===== src/rtl/handshake_rx_ctrl.sv =====
// ---------------------------------------------------------------------------
// handshake_rx_ctrl
//   Receive side of a 4-phase req/ack clock-domain-crossing handshake, living
//   in the rd_clk domain. The wr_req level is synchronised. The wr_data word is
//   captured once the request is seen and is offered downstream on a
//   valid/ready interface. rd_ack is returned to the writer only after the
//   word is consumed, so no word is lost or duplicated.
//
// Ports
//   rd_clk     in   receive-domain clock, all state on rising edge
//   rd_reset   in   asynchronous active-low reset
//   wr_req     in   request level from write domain (asynchronous)
//   wr_data    in   write-domain data word, held stable by the writer
//   rd_ack     out  acknowledge level to write domain (flop output)
//   rd_data    out  captured word
//   rd_valid   out  rd_data holds an unconsumed word
//   rd_ready   in   downstream accepts when rd_valid & rd_ready at an edge
//   xfer_cnt   out  completed transfers, wraps modulo 2^CNT_WIDTH
//   proto_err  out  sticky: request withdrawn before acknowledge
// ---------------------------------------------------------------------------
module handshake_rx_ctrl #(
  parameter int unsigned DATA_WIDTH  = 12,
  parameter int unsigned SYNC_STAGES = 2,
  parameter int unsigned CNT_WIDTH   = 16
) (
  input  logic                  rd_clk,
  input  logic                  rd_reset,
  input  logic                  wr_req,
  input  logic [DATA_WIDTH-1:0] wr_data,
  output logic                  rd_ack,
  output logic [DATA_WIDTH-1:0] rd_data,
  output logic                  rd_valid,
  input  logic                  rd_ready,
  output logic [CNT_WIDTH-1:0]  xfer_cnt,
  output logic                  proto_err
);

  typedef enum logic [1:0] {
    IDLE  = 2'd0,
    VALID = 2'd1,
    ACK   = 2'd2
  } state_t;

  state_t                  state_q, state_d;
  logic [SYNC_STAGES-1:0]  req_sync;
  logic                    req_s;

  logic                    ack_d;
  logic                    valid_d;
  logic [DATA_WIDTH-1:0]   data_d;
  logic [CNT_WIDTH-1:0]    cnt_d;
  logic                    err_d;

  // -------------------------------------------------------------------------
  // wr_req synchroniser; stage 0 is the only flop that sees the async input.
  // -------------------------------------------------------------------------
  always_ff @(posedge rd_clk or negedge rd_reset) begin
    if (!rd_reset) begin
      req_sync <= '0;
    end else begin
      req_sync <= {req_sync[SYNC_STAGES-2:0], wr_req};
    end
  end

  assign req_s = req_sync[SYNC_STAGES-1];

  // -------------------------------------------------------------------------
  // State and output registers. rd_ack and rd_valid are flops so the
  // write domain never sees a combinational glitch on the acknowledge.
  // -------------------------------------------------------------------------
  always_ff @(posedge rd_clk or negedge rd_reset) begin
    if (!rd_reset) begin
      state_q   <= IDLE;
      rd_ack    <= 1'b0;
      rd_valid  <= 1'b0;
      rd_data   <= '0;
      xfer_cnt  <= '0;
      proto_err <= 1'b0;
    end else begin
      state_q   <= state_d;
      rd_ack    <= ack_d;
      rd_valid  <= valid_d;
      rd_data   <= data_d;
      xfer_cnt  <= cnt_d;
      proto_err <= err_d;
    end
  end

  // -------------------------------------------------------------------------
  // Next-state logic.
  //   IDLE captures only on req_s=1 and ACK leaves only on req_s=0, so a
  //   request held high yields exactly one word.
  //   wr_data is sampled solely on the IDLE->VALID step; the writer keeps it
  //   stable from before wr_req rises, so it has settled by the time req_s
  //   is seen.
  // -------------------------------------------------------------------------
  always_comb begin
    state_d = state_q;
    ack_d   = rd_ack;
    valid_d = rd_valid;
    data_d  = rd_data;
    cnt_d   = xfer_cnt;
    err_d   = proto_err;

    unique case (state_q)
      IDLE: begin
        ack_d   = 1'b0;
        valid_d = 1'b0;
        if (req_s) begin
          data_d  = wr_data;
          valid_d = 1'b1;
          state_d = VALID;
        end
      end

      VALID: begin
        ack_d   = 1'b0;
        valid_d = 1'b1;
        // Request withdrawn before acknowledge: flag it, but still deliver
        // the word. ACK then exits right away because req_s is already low.
        if (!req_s) begin
          err_d = 1'b1;
        end
        if (rd_ready) begin
          valid_d = 1'b0;
          ack_d   = 1'b1;
          cnt_d   = xfer_cnt + CNT_WIDTH'(1);
          state_d = ACK;
        end
      end

      ACK: begin
        ack_d   = 1'b1;
        valid_d = 1'b0;
        if (!req_s) begin
          ack_d   = 1'b0;
          state_d = IDLE;
        end
      end

      default: begin
        ack_d   = 1'b0;
        valid_d = 1'b0;
        state_d = IDLE;
      end
    endcase
  end

endmodule


===== config.mk =====
export PLATFORM = sky130hd
export DESIGN_NAME = handshake_rx_ctrl
export DESIGN_NICKNAME = d
export VERILOG_FILES = /design/src/rtl/handshake_rx_ctrl.sv
export SDC_FILE = /design/constraint.sdc
export NUM_CORES = 1
export LEC_CHECK = 0
export CORE_MARGIN = 1
export CORE_UTILIZATION = 45
export DETAILED_ROUTE_END_ITERATION = 10
export GPL_ROUTABILITY_DRIVEN = 0
export GPL_TIMING_DRIVEN = 0
export HOLD_SLACK_MARGIN = 0.08
export PLACE_DENSITY = 0.84
export SYNTH_ARGS = -nofsm -noshare
export SYNTH_HDL_FRONTEND = slang
export SYNTH_SLANG_ARGS = --single-unit

===== constraint.sdc =====
create_clock -name rd_clk -period 1.9 [get_ports rd_clk]
set_input_delay 0.285 -clock rd_clk [delete_from_list [all_inputs] [get_ports rd_clk]]
set_output_delay 0.285 -clock rd_clk [all_outputs]
set_load 0.01 [all_outputs]

==> results.toml <==
[status]
status = "completed"

[cts]
cts_buffer_depth = 2
clock_sinks = 35
clk_latency_ps = 340
postCtsSetupRepairBufs = 0
cts_tree = "yes"
cts.clk_slew.worst_paths_ps = 110
cts_buffers = 5
htree_levels = 2
root_buffer = "clkbuf_4"

[finish]
drive_above_1_share_pct = 16.5
fin_nets = 185
antenna_cells = 0
fin_cells = 208
utilization_pct = 68.0
area_growth_syn_to_layout_pct = 41.7
fin_area_mm2 = 0.00209
fill_cells = 238

[synthesis]
synth_ff_type = "dfrtp_1"
synth_area_per_cell_um2 = 13.5
synth_top_area_cell = "dfrtp_1"
yosysSeqAreaShare_pct = 59.3
yosys_warnings = 0
synth.net_count = 131
synth-seq-cells = 35
yosysMostFrequentCell = "dfrtp_1"
synth_top_area_share_pct = 59.3
synthesis.area_mm2 = 0.00148
postSynth.asyncResetShare_pct = 100
synthTopCellsByCount = "35 x dfrtp_1, 13 x mux2_2, 13 x xnor2_1, 10 x nand2_1"
ys_top_cells_by_area = "dfrtp_1 59%, mux2_2 9.9%, xnor2_1 7.7%, ha_1 5.1%, nand2_1 2.5%"
ys_types = 21
synthCells = 109
synth_edf_count = 0

[detailed_routing]
avgRoutedWirePerCell_um = 13.2
wl_mm = 2.75
route.vias.total = 981
ant_nets = 0
drc = 0
drt_first_pass_iters = 4
drt_iter0_markers = 23
viasPerCell = 4.72

[placed_design]
dp_slack_ps = 96.0
hpwl_mm = 1.99
dpl_cell_area_mm2 = 0.00199
place_inst = 199
port_buffers = 46

[sta]
period_share_pct = 90.9
report.final.slew_viol_count = 0
fin_skew_ps = 9.29
fmax_mhz = 579
setup_viol = 0
hold_violations = 0
timing.final.ws_setup_ps = 173
relSlewSlack_pct = 50.2
period_needed_ps = 1730
rsz0062_at_grt = "false"
tightest_slew_ps = 747
holdWs_ps = 370

[critical_path]
crit_type = "flip-flop to flip-flop"
crit_required_ps = 2130
crit_fanout = 8
r2r_cells = 6
cp.arrival_ps = 1960
start_kind = "flip-flop"
critPathCaptureType = "flip-flop"

[power]
internal_power_mw = 1.91
p_leak_nw = 0.934
p_clk_share_pct = 20.4
p_per_area_mw_per_mm2 = 1310
sw_frac_of_total_pct = 30.4
p_sw_mw = 0.835
vdd_drop_max_v = 0.000769
power_frac_seq_pct = 41.3
pwr-share-comb_pct = 38.3

[floorplan]
fp-row-count = 20
die_w_um = 59.3
dieHeight_um = 59.3
die-area_mm2 = 0.00351
start_util_pct = 48.0
io_pins = 47
coreArea_mm2 = 0.00308

[global_route]
grt_first_pass_wirelength_mm = 4.61
antenna_found_initial = 0
grt_max_degree = 36
grtUsageTotal_pct = 18.6
overflow = 0
grt_pass1_vias = 1085

[hold_path]
hp-class = "flip-flop to flip-flop"
min_delay_path_depth = 0

[run]
drv_cap = 0
registers in the layout, indices dropped and copies added, names as in the netlist:
register and flops:
rd_ack 1, rd_valid 1, req_sync 2, proto_err 1, xfer_cnt 16, rd_data 12, state_q 2
path summary, 6_finish.rpt:
| kind | from | end | slack (ps) |
|---|---|---|---|
| min in group asynchronous | rd_reset | rd_valid | 530 |
| min reg2reg | req_sync[0] | req_sync[1] | 370 |
| max | state_q[1] | xfer_cnt[11] | 170 |
| max reg2reg | state_q[1] | xfer_cnt[11] | 170 |
| max in group asynchronous | rd_reset | xfer_cnt[7] | 890 |
| min | req_sync[0] | req_sync[1] | 370 |
what timing repair did:
item	CTS	global route
gates resized for setup	0	1
hold buffers	1	0
setup endpoints to repair	0	3
hold endpoints to repair	35	0
placed cells by master (no fill, tap or decap):
| cell | instances |
|---|---|
| nand2_4 | 1 |
| inv_1 | 5 |
| xor2_1 | 2 |
| dlygate4sd3_1 | 1 |
| a21boi_0 | 1 |
| nand2_1 | 10 |
| mux2_1 | 2 |
| nor4_4 | 2 |
| nor2_1 | 4 |
| mux2_2 | 13 |
| a21o_1 | 1 |
| dfrtp_1 | 35 |
| xnor2_1 | 13 |
| clkinv_2 | 1 |
| nor3_1 | 1 |
| nand4_1 | 3 |
| clkbuf_4 | 5 |
| nand4_4 | 1 |
| clkbuf_8 | 1 |
| nand2b_1 | 1 |
| ha_1 | 6 |
| clkdlybuf4s50_1 | 45 |
| and2b_1 | 1 |
| bufinv_16 | 1 |
| nand3_1 | 6 |
| buf_2 | 2 |
metrics by stage:
stage	setup TNS [ps]	power [mW]
final	0	2.74
after floorplan	0	1.65
after detailed placement	0	2.20
after global placement	-3410	2.15
after CTS	0	2.78
after global routing	0	2.92
routing by layer:
metal | share of wire [%] | GRT usage [%] | up-vias
li1 | - | - | 470
met1 | 41 | 20.2 | 487
met4 | 2.1 | 12.6 | 0
met3 | 3.9 | 5.46 | 5
met5 | 0 | 0 | -
met2 | 53 | 31.1 | 19
critical path: stages (launching register included):
cell,delay [ps]
dfrtp_1,420
inv_1,140
ha_1,280
nand2_4,140
nor4_4,360
nand3_1,140
xnor2_1,140
final cells by class:
cell class | count | area [µm²] | area share [%]
Sequential cell | 35 | 876 | 41.9
Multi-Input combinational cell | 68 | 586 | 28.0
Timing Repair Buffer | 47 | 465 | 22.2
Tap cell | 44 | 55.1 | 2.63
Clock buffer | 6 | 51.3 | 2.45
Clock inverter | 2 | 35.0 | 1.67
Inverter | 5 | 18.8 | 0.897
Buffer | 1 | 5.00 | 0.239
power by group through the flow:
| stage | logic [mW] | registers [mW] | clock network [mW] |
|---|---|---|---|
| 2_1_floorplan | 0.414 | 1.23 | 0 |
| 3_3_place_gp | 1.02 | 1.13 | 0 |
| 3_5_place_dp | 1.05 | 1.15 | 0 |
| 4_1_cts | 1.06 | 1.14 | 0.579 |
| 5_1_grt | 1.14 | 1.17 | 0.607 |
| 6_report | 1.05 | 1.13 | 0.559 |
kinds of logic after synthesis:
family / share of synthesized area, %
adder cells (fa/ha/maj): 5.08
AND/OR/NAND/NOR: 12.6
AO/OA/AOI/OAI: 1.02
buffers and inverters: 1.61
XOR/XNOR: 8.90
flip-flops: 59.3
multiplexers: 11.4
No activity file was read; power rests on OpenSTA's default activity.
